**config.mk**
```make
export PLATFORM = sky130hd
export DESIGN_NAME = roll_controller_flat
export DESIGN_NICKNAME = d
export VERILOG_FILES = /design/src/rtl/roll_controller_if.sv /design/src/rtl/roll_controller.sv /design/src/flat_wrapper.sv
export SDC_FILE = /design/constraint.sdc
export NUM_CORES = 1
export LEC_CHECK = 0
export ABC_CLOCK_PERIOD_IN_PS = 15500
export BUFFER_PORTS_ARGS = -buffer_cell sky130_fd_sc_hd__buf_2
export CAP_MARGIN = 10
export CORE_MARGIN = 2
export CORE_UTILIZATION = 50
export CTS_CLUSTER_DIAMETER = 60
export CTS_CLUSTER_SIZE = 28
export DETAILED_ROUTE_END_ITERATION = 16
export GPL_TIMING_DRIVEN = 0
export PLACE_DENSITY = 0.76
export SYNTH_ARGS = -nofsm -noshare
export SYNTH_HDL_FRONTEND = slang
export SYNTH_SLANG_ARGS = --single-unit
```
**constraint.sdc**
```tcl
create_clock -name clk_in -period 15.5 [get_ports clk_in]
set_input_delay 1.55 -clock clk_in [delete_from_list [all_inputs] [get_ports clk_in]]
set_output_delay 1.55 -clock clk_in [all_outputs]
set_load 0.05 [all_outputs]
```
**src/rtl/roll_controller_if.sv**
```systemverilog
// Game I/O bundle between the roll sequencer and the rest of the bowling sim.
// slave = sequencer side, master = sim/display side.
interface roll_controller_if #(
  parameter int NUM_PINS   = 10,
  parameter int NUM_ROUNDS = 10,
  parameter int SCORE_W    = 6
);
  localparam int SCORES_W = 2*NUM_ROUNDS*SCORE_W;

  logic                start_in;
  logic                end_roll_in;
  logic [NUM_PINS-1:0] pins_hit_in;
  logic                sim_rst_out;
  logic                arm_out;
  logic [NUM_PINS-1:0] pin_mask_out;
  logic                player_no_out;
  logic                roll_no_out;
  logic [3:0]          round_no_out;
  logic [SCORES_W-1:0] score_p1_out;
  logic [SCORES_W-1:0] score_p2_out;
  logic [8:0]          total_p1_out;
  logic [8:0]          total_p2_out;
  logic                game_over_out;

  modport slave (
    input  start_in, end_roll_in, pins_hit_in,
    output sim_rst_out, arm_out, pin_mask_out, player_no_out, roll_no_out,
           round_no_out, score_p1_out, score_p2_out, total_p1_out, total_p2_out,
           game_over_out
  );

  modport master (
    output start_in, end_roll_in, pins_hit_in,
    input  sim_rst_out, arm_out, pin_mask_out, player_no_out, roll_no_out,
           round_no_out, score_p1_out, score_p2_out, total_p1_out, total_p2_out,
           game_over_out
  );
endinterface

```
**src/rtl/roll_controller.sv**
```systemverilog
// Two-player bowling sequencer: resets the sim, arms a roll, lets pins settle,
// tallies knocked pins into per-roll slots and advances roll/player/round.
module roll_controller #(
  parameter int NUM_PINS      = 10,
  parameter int NUM_ROUNDS    = 10,
  parameter int SCORE_W       = 6,
  parameter int RST_CYCLES    = 16,
  parameter int SETTLE_CYCLES = 2_000_000,
  parameter int ROLL_TIMEOUT  = 2**28-1
) (
  input  logic              clk_in,
  input  logic              rst_in,
  roll_controller_if.slave  bus
);
  localparam int MAX_A   = (ROLL_TIMEOUT > SETTLE_CYCLES) ? ROLL_TIMEOUT : SETTLE_CYCLES;
  localparam int MAX_CNT = (MAX_A > RST_CYCLES) ? MAX_A : RST_CYCLES;
  localparam int CNT_W   = $clog2(MAX_CNT+1);
  localparam int KW      = $clog2(NUM_PINS+1);
  localparam int SLOTS   = 2*NUM_ROUNDS;
  localparam int SLOT_W  = $clog2(SLOTS);

  typedef enum logic [2:0] {IDLE, RESET_SIM, ARM, SETTLE, TALLY, DONE} state_t;

  state_t                                state_q;
  logic [CNT_W-1:0]                      cnt_q;
  logic                                  sim_rst_q, arm_q, game_over_q;
  logic [NUM_PINS-1:0]                   mask_q;
  logic                                  player_q, roll_q;
  logic [3:0]                            round_q;
  logic [1:0][SLOTS-1:0][SCORE_W-1:0]    score_q;
  logic [1:0][8:0]                       total_q;

  logic [NUM_PINS-1:0] hit_m;
  logic [KW-1:0]       k_raw, k;
  logic                strike, last_turn;
  logic [SLOT_W-1:0]   slot_cur, slot_odd;

  // Only pins standing at the start of this roll can score.
  assign hit_m = bus.pins_hit_in & mask_q;

  always_comb begin
    k_raw = '0;
    for (int i = 0; i < NUM_PINS; i++) k_raw = k_raw + KW'(hit_m[i]);
  end

  assign k         = (k_raw > KW'(NUM_PINS)) ? KW'(NUM_PINS) : k_raw;
  assign strike    = (k == KW'(NUM_PINS));
  assign last_turn = player_q && (round_q == 4'(NUM_ROUNDS-1));
  assign slot_cur  = SLOT_W'({round_q, roll_q});
  assign slot_odd  = SLOT_W'({round_q, 1'b1});

  always_ff @(posedge clk_in) begin
    if (rst_in) begin
      state_q     <= IDLE;
      cnt_q       <= '0;
      sim_rst_q   <= 1'b1;
      arm_q       <= 1'b0;
      game_over_q <= 1'b0;
      mask_q      <= '1;
      player_q    <= 1'b0;
      roll_q      <= 1'b0;
      round_q     <= '0;
      score_q     <= '0;
      total_q     <= '0;
    end else begin
      case (state_q)
        IDLE, DONE: begin
          if (bus.start_in) begin
            state_q     <= RESET_SIM;
            cnt_q       <= '0;
            game_over_q <= 1'b0;
            mask_q      <= '1;
            player_q    <= 1'b0;
            roll_q      <= 1'b0;
            round_q     <= '0;
            score_q     <= '0;
            total_q     <= '0;
          end
        end

        RESET_SIM: begin
          if (cnt_q == CNT_W'(RST_CYCLES-1)) begin
            state_q   <= ARM;
            cnt_q     <= '0;
            sim_rst_q <= 1'b0;
            arm_q     <= 1'b1;
          end else begin
            cnt_q <= cnt_q + 1'b1;
          end
        end

        // A roll end landing on the timeout cycle still yields one transition.
        ARM: begin
          if (bus.end_roll_in || cnt_q == CNT_W'(ROLL_TIMEOUT-1)) begin
            state_q <= SETTLE;
            cnt_q   <= '0;
            arm_q   <= 1'b0;
          end else begin
            cnt_q <= cnt_q + 1'b1;
          end
        end

        SETTLE: begin
          if (cnt_q == CNT_W'(SETTLE_CYCLES-1)) begin
            state_q <= TALLY;
            cnt_q   <= '0;
          end else begin
            cnt_q <= cnt_q + 1'b1;
          end
        end

        TALLY: begin
          cnt_q                       <= '0;
          sim_rst_q                   <= 1'b1;
          score_q[player_q][slot_cur] <= SCORE_W'(k);
          total_q[player_q]           <= total_q[player_q] + 9'(k);
          if (!roll_q && !strike) begin
            roll_q  <= 1'b1;
            mask_q  <= mask_q & ~bus.pins_hit_in;
            state_q <= RESET_SIM;
          end else begin
            if (!roll_q) score_q[player_q][slot_odd] <= '0;
            roll_q <= 1'b0;
            mask_q <= '1;
            if (last_turn) begin
              state_q     <= DONE;
              game_over_q <= 1'b1;
            end else begin
              state_q  <= RESET_SIM;
              player_q <= ~player_q;
              if (player_q) round_q <= round_q + 4'd1;
            end
          end
        end

        default: state_q <= IDLE;
      endcase
    end
  end

  assign bus.sim_rst_out   = sim_rst_q;
  assign bus.arm_out       = arm_q;
  assign bus.pin_mask_out  = mask_q;
  assign bus.player_no_out = player_q;
  assign bus.roll_no_out   = roll_q;
  assign bus.round_no_out  = round_q;
  assign bus.score_p1_out  = score_q[0];
  assign bus.score_p2_out  = score_q[1];
  assign bus.total_p1_out  = total_q[0];
  assign bus.total_p2_out  = total_q[1];
  assign bus.game_over_out = game_over_q;
endmodule
```
**src/flat_wrapper.sv**
```systemverilog
// flat-port wrapper written by rule: the top's interface ports become plain ports
module roll_controller_flat 
#(
  parameter int NUM_PINS      = 10,
  parameter int NUM_ROUNDS    = 10,
  parameter int SCORE_W       = 6,
  parameter int RST_CYCLES    = 16,
  parameter int SETTLE_CYCLES = 2_000_000,
  parameter int ROLL_TIMEOUT  = 2**28-1
)
  (clk_in, rst_in, bus_start_in, bus_end_roll_in, bus_pins_hit_in, bus_sim_rst_out, bus_arm_out, bus_pin_mask_out, bus_player_no_out, bus_roll_no_out, bus_round_no_out, bus_score_p1_out, bus_score_p2_out, bus_total_p1_out, bus_total_p2_out, bus_game_over_out);
  roll_controller_if #(.NUM_PINS(NUM_PINS), .NUM_ROUNDS(NUM_ROUNDS), .SCORE_W(SCORE_W)) bus_i ();
  input  logic clk_in;
  input  logic rst_in;
  input wire logic [$bits(bus_i.start_in)-1:0] bus_start_in;
  input wire logic [$bits(bus_i.end_roll_in)-1:0] bus_end_roll_in;
  input wire logic [$bits(bus_i.pins_hit_in)-1:0] bus_pins_hit_in;
  output wire logic [$bits(bus_i.sim_rst_out)-1:0] bus_sim_rst_out;
  output wire logic [$bits(bus_i.arm_out)-1:0] bus_arm_out;
  output wire logic [$bits(bus_i.pin_mask_out)-1:0] bus_pin_mask_out;
  output wire logic [$bits(bus_i.player_no_out)-1:0] bus_player_no_out;
  output wire logic [$bits(bus_i.roll_no_out)-1:0] bus_roll_no_out;
  output wire logic [$bits(bus_i.round_no_out)-1:0] bus_round_no_out;
  output wire logic [$bits(bus_i.score_p1_out)-1:0] bus_score_p1_out;
  output wire logic [$bits(bus_i.score_p2_out)-1:0] bus_score_p2_out;
  output wire logic [$bits(bus_i.total_p1_out)-1:0] bus_total_p1_out;
  output wire logic [$bits(bus_i.total_p2_out)-1:0] bus_total_p2_out;
  output wire logic [$bits(bus_i.game_over_out)-1:0] bus_game_over_out;
  assign bus_i.start_in = bus_start_in;
  assign bus_i.end_roll_in = bus_end_roll_in;
  assign bus_i.pins_hit_in = bus_pins_hit_in;
  assign bus_sim_rst_out = bus_i.sim_rst_out;
  assign bus_arm_out = bus_i.arm_out;
  assign bus_pin_mask_out = bus_i.pin_mask_out;
  assign bus_player_no_out = bus_i.player_no_out;
  assign bus_roll_no_out = bus_i.roll_no_out;
  assign bus_round_no_out = bus_i.round_no_out;
  assign bus_score_p1_out = bus_i.score_p1_out;
  assign bus_score_p2_out = bus_i.score_p2_out;
  assign bus_total_p1_out = bus_i.total_p1_out;
  assign bus_total_p2_out = bus_i.total_p2_out;
  assign bus_game_over_out = bus_i.game_over_out;
  roll_controller #(.NUM_PINS(NUM_PINS), .NUM_ROUNDS(NUM_ROUNDS), .SCORE_W(SCORE_W), .RST_CYCLES(RST_CYCLES), .SETTLE_CYCLES(SETTLE_CYCLES), .ROLL_TIMEOUT(ROLL_TIMEOUT)) u_core (.clk_in(clk_in), .rst_in(rst_in), .bus(bus_i));
endmodule
```
==> metrics.txt <==
# TYPE chip_impl_metric gauge
chip_impl_metric{name="clock_path_buffers",unit=""} 3
chip_impl_metric{name="io_pins",unit=""} 291
chip_impl_info{name="hold_path_end",value="u_core.bus.score_p1_out[47]$_SDFFE_PP0P_"} 1
chip_impl_metric{name="final_area",unit="sq um"} 13800
chip_impl_metric{name="first_drt_iteration_drcs",unit=""} 992
chip_impl_metric{name="netlist.area_leader.share",unit="%"} 47.9
chip_impl_metric{name="htree_levels",unit=""} 1
chip_impl_info{name="start_kind",value="primary input"} 1
chip_impl_metric{name="via_per_inst",unit=""} 5.68
chip_impl_metric{name="floorplan.die.width",unit="microns"} 154
chip_impl_metric{name="worst_clock_skew",unit="ns"} 0.0270
chip_impl_metric{name="chipHeight",unit="microns"} 154
chip_impl_metric{name="global_route_overflow",unit=""} 0
chip_impl_info{name="worstHoldPathType",value="flop to flop"} 1
chip_impl_metric{name="first_global_vias",unit=""} 10000
chip_impl_metric{name="final_layout_size_suffix_gt1_share",unit="%"} 22.5
chip_impl_metric{name="grt_util_all_layers",unit="%"} 28.2
chip_impl_metric{name="insertedDiodeCount",unit=""} 0
chip_impl_metric{name="detailed_place.area",unit="sq um"} 12900
chip_impl_info{name="netlist_top_cells_area",value="dfxtp_1 (48%), nor2_1 (7.8%), a31oi_1 (5.0%), a22o_1 (4.7%), nand2_1 (3.1%)"} 1
chip_impl_metric{name="setup_tns",unit="ns"} 0
chip_impl_metric{name="finalWeightedCongestion",unit=""} 0.952
chip_impl_metric{name="p_r_area_growth_vs_syn",unit="%"} 23.2
chip_impl_metric{name="clk_pwr_share",unit="%"} 27.4
chip_impl_metric{name="clkSlewWorstSetupHoldPaths",unit="ns"} 0.09
chip_impl_metric{name="setup_slack_of_the_worst_register_to_register_path",unit="ns"} 8.89
chip_impl_metric{name="place_inst",unit=""} 1830
chip_impl_metric{name="route.final.wire_length",unit="microns"} 34600
chip_impl_info{name="synth.cells.most_frequent",value="dfxtp_1 (268), nor2_1 (233), nand2_1 (91)"} 1
chip_impl_metric{name="yosysWarningCount",unit=""} 0
chip_impl_metric{name="share_of_power_burned_in_combinational_logic",unit="%"} 41.3
chip_impl_metric{name="drt-wirelength-per-cell",unit="microns"} 18.5
chip_impl_metric{name="rows",unit=""} 54
chip_impl_metric{name="final_core_utilization",unit="%"} 63.0
chip_impl_metric{name="pin_count_of_the_biggest_net_entering_global_routing",unit=""} 29
chip_impl_info{name="regToRegEndpoint",value="u_core.bus.total_p1_out[8]$_SDFFE_PP0P_"} 1
chip_impl_metric{name="core_area",unit="sq um"} 21900
chip_impl_metric{name="power_leakage",unit="nW"} 6.13
chip_impl_info{name="cts.root.buffer_cell",value="clkbuf_16"} 1
chip_impl_metric{name="switchingPower",unit="mW"} 1.09
chip_impl_metric{name="antenna_violations_before_repair",unit=""} 0
chip_impl_metric{name="worst_ep_arrival_time",unit="ns"} 7.88
chip_impl_info{name="synth-main-ff-cell",value="dfxtp_1"} 1
chip_impl_metric{name="drv.max_cap_violation_count",unit=""} 0
chip_impl_metric{name="hold_path_depth",unit=""} 1
chip_impl_metric{name="hold_viol",unit=""} 0
chip_impl_metric{name="yosys_register_bits",unit=""} 268
chip_impl_metric{name="synth-seq-area-share",unit="%"} 47.9
chip_impl_metric{name="power_frac_seq",unit="%"} 31.2
chip_impl_metric{name="post_layout_nonfiller_instances",unit=""} 1870
chip_impl_info{name="tritoncts_clock_tree",value="built"} 1
chip_impl_metric{name="via_count",unit=""} 10600
chip_impl_info{name="timing_worst_setup_path_type",value="primary input to flop"} 1
chip_impl_metric{name="dpl_hpwl",unit="microns"} 25600
chip_impl_metric{name="hold_fix_buffers_at_cts",unit=""} 0
chip_impl_metric{name="post_synth.cell_area_avg",unit="sq um"} 8.87
chip_impl_metric{name="port_buffers",unit=""} 249
chip_impl_metric{name="critPathMaxFanout",unit=""} 10
chip_impl_metric{name="drt_pass1_iterations",unit=""} 6
chip_impl_metric{name="post-route-period-util",unit="%"} 47.8
chip_impl_metric{name="tightest_slew",unit="ns"} 1.12
chip_impl_metric{name="initial_utilization",unit="%"} 51.1
chip_impl_info{name="hold_path_startpoint",value="u_core.bus.score_p1_out[47]$_SDFFE_PP0P_"} 1
chip_impl_metric{name="drc",unit=""} 0
chip_impl_metric{name="mappedNetlistArea",unit="sq um"} 11200
chip_impl_info{name="rsz0062_at_grt",value="false"} 1
chip_impl_metric{name="timing_limited_maximum_frequency",unit="MHz"} 135
chip_impl_metric{name="design.final.nets",unit=""} 1610
chip_impl_info{name="outcome",value="completed"} 1
chip_impl_metric{name="max_slew_violation_count",unit=""} 0
chip_impl_metric{name="post_synth_inst_count",unit=""} 1262
chip_impl_metric{name="required",unit="ns"} 15.97
chip_impl_info{name="yosys.cell_count.top_type",value="dfxtp_1"} 1
chip_impl_info{name="reg2reg_from",value="u_core.bus.pin_mask_out[0]$_SDFFE_PP1P_"} 1
chip_impl_metric{name="clock_latency_of_the_later_clocked_register_in_the_worst_skew_pair",unit="ns"} 0.54
chip_impl_metric{name="cts.sinks",unit=""} 268
chip_impl_info{name="yosysTopAreaCell",value="dfxtp_1"} 1
chip_impl_metric{name="p_int",unit="mW"} 1.24
chip_impl_metric{name="irDropWorstVdd",unit="V"} 0.000146
chip_impl_metric{name="power.share.switching",unit="%"} 46.9
chip_impl_metric{name="cts_buffers",unit=""} 22
chip_impl_metric{name="pwr_density_cell",unit="nW/um^2"} 169
chip_impl_metric{name="setup_viol",unit=""} 0
chip_impl_metric{name="post_cts_sizing",unit=""} 0
chip_impl_metric{name="asyncSetResetFlopFracSynth",unit="%"} 0
chip_impl_metric{name="rel_slew_slack",unit="%"} 25.3
chip_impl_info{name="cp-end-kind",value="flop"} 1
chip_impl_metric{name="grt_first_pass_wirelength",unit="microns"} 54700
chip_impl_metric{name="total_power",unit="mW"} 2.33
chip_impl_metric{name="synth_enable_flop_cells",unit=""} 0
chip_impl_metric{name="die_area",unit="sq um"} 23600
chip_impl_metric{name="final.min_clock_period",unit="ns"} 7.42
chip_impl_metric{name="ant_nets",unit=""} 0
chip_impl_metric{name="synth_cell_types",unit=""} 69
chip_impl_metric{name="ff2ff_path_depth",unit=""} 21
chip_impl_metric{name="cts.repair_timing.setup_buffer_count",unit=""} 0
## kinds of logic after synthesis
family	Yosys count	synth area share [%]
simple gates	523	21.9
compound gates	290	18.8
flops	268	47.9
buf+inv	129	5.98
fa+ha+maj	22	2.93
xor+xnor	22	1.72
mux	7	0.670
other cells	1	0.0335
## stage by stage
step	hold slack, ns	setup WS [ns]
floorplan	0.474	8.53
global placement	0.436	7.58
detailed placement	0.438	7.58
CTS	0.463	8.11
global route	0.483	7.66
finish	0.459	8.08
## per-layer routing
metal,share of wire [%],track usage [%],vias up
met1,42,36.9,5002
met5,0,0.207,-
met2,45,45.2,509
met4,3.4,10.4,0
li1,-,-,5025
met3,9.8,7.22,87
## area by class of cell
cell class / count / area, sq um
buffer: 110 / 598
clock buffer: 24 / 579
clock inverter: 16 / 277
fill: 1972 / 8100
inverter: 19 / 71.3
multi-input combinational: 904 / 5310
sequential: 268 / 5370
tap: 280 / 350
timing repair buffer: 249 / 1250
## critical path: stages
cell      delay [ns]
buf_2           0.10
and2_1          0.16
ha_1            0.31
fa_1            0.51
fa_1            0.52
fa_1            0.52
fa_1            0.44
inv_1           0.08
fa_1            0.42
nand2_1         0.24
a21bo_2         0.18
clkbuf_1        0.38
inv_1           0.26
buf_1           0.30
ha_1            0.31
fa_1            0.40
a21o_1          0.17
a21oi_1         0.42
a221oi_1        0.14
xnor2_1         0.24
nand2_1         0.08
a21oi_1         0.14
## cell usage in the layout, fill, tap and decap left out, types with 8 or more instances in the layout
cell type | netlist | routed
inv_1 | 17 | 17
and3_1 | 10 | 10
and2_1 | 53 | 53
nand2_1 | 91 | 91
ha_1 | 15 | 15
xnor2_1 | 12 | 12
o21ai_0 | 20 | 20
nor2b_1 | 9 | 9
a22o_1 | 60 | 60
clkbuf_16 | 0 | 23
o2bb2ai_1 | 15 | 15
nand3_1 | 40 | 40
buf_2 | 4 | 253
clkbuf_1 | 56 | 57
nor2_1 | 233 | 233
a31oi_1 | 89 | 89
conb_1 | 1 | 40
nor3_1 | 28 | 28
nand4_1 | 11 | 11
o211ai_1 | 9 | 9
a21oi_1 | 37 | 37
a221oi_1 | 8 | 8
a21o_1 | 18 | 18
buf_4 | 40 | 40
xor2_1 | 10 | 10
dfxtp_1 | 268 | 268
## sequential cells by signal, summed over array words and instances (netlist names)
signal and flops:
u_core.bus.arm_out 1, u_core.bus.game_over_out 1, u_core.bus.pin_mask_out 10, u_core.bus.player_no_out 1
u_core.bus.roll_no_out 1, u_core.bus.round_no_out 4, u_core.bus.score_p1_out 100, u_core.bus.score_p2_out 100
u_core.bus.sim_rst_out 1, u_core.bus.total_p1_out 9, u_core.bus.total_p2_out 9, u_core.cnt_q 28
u_core.state_q 3
## power groups by stage
stage | clock, mW | combinational, mW | sequential, mW
finish | 0.638 | 0.962 | 0.727
global route | 0.669 | 1.04 | 0.729
CTS | 0.645 | 0.951 | 0.726
detailed placement | 0 | 0.947 | 0.742
global placement | 0 | 0.937 | 0.741
floorplan | 0 | 0.595 | 0.791
## worst max path at each step
stage,from,slack [ns],end,depth (start not counted)
final,bus_pins_hit_in[0],8.08,u_core.bus.total_p1_out[8]$_SDFFE_PP0P_,22
after global routing,bus_pins_hit_in[0],7.66,u_core.bus.total_p1_out[8]$_SDFFE_PP0P_,22
after CTS,bus_pins_hit_in[0],8.11,u_core.bus.total_p1_out[8]$_SDFFE_PP0P_,22
after detailed placement,bus_pins_hit_in[0],7.58,u_core.bus.total_p1_out[8]$_SDFFE_PP0P_,22
after global placement,bus_pins_hit_in[0],7.58,u_core.bus.total_p1_out[8]$_SDFFE_PP0P_,22
after floorplan,bus_pins_hit_in[0],8.53,u_core.bus.total_p1_out[8]$_SDFFE_PP0P_,21
(Power assumes the default switching activity.)
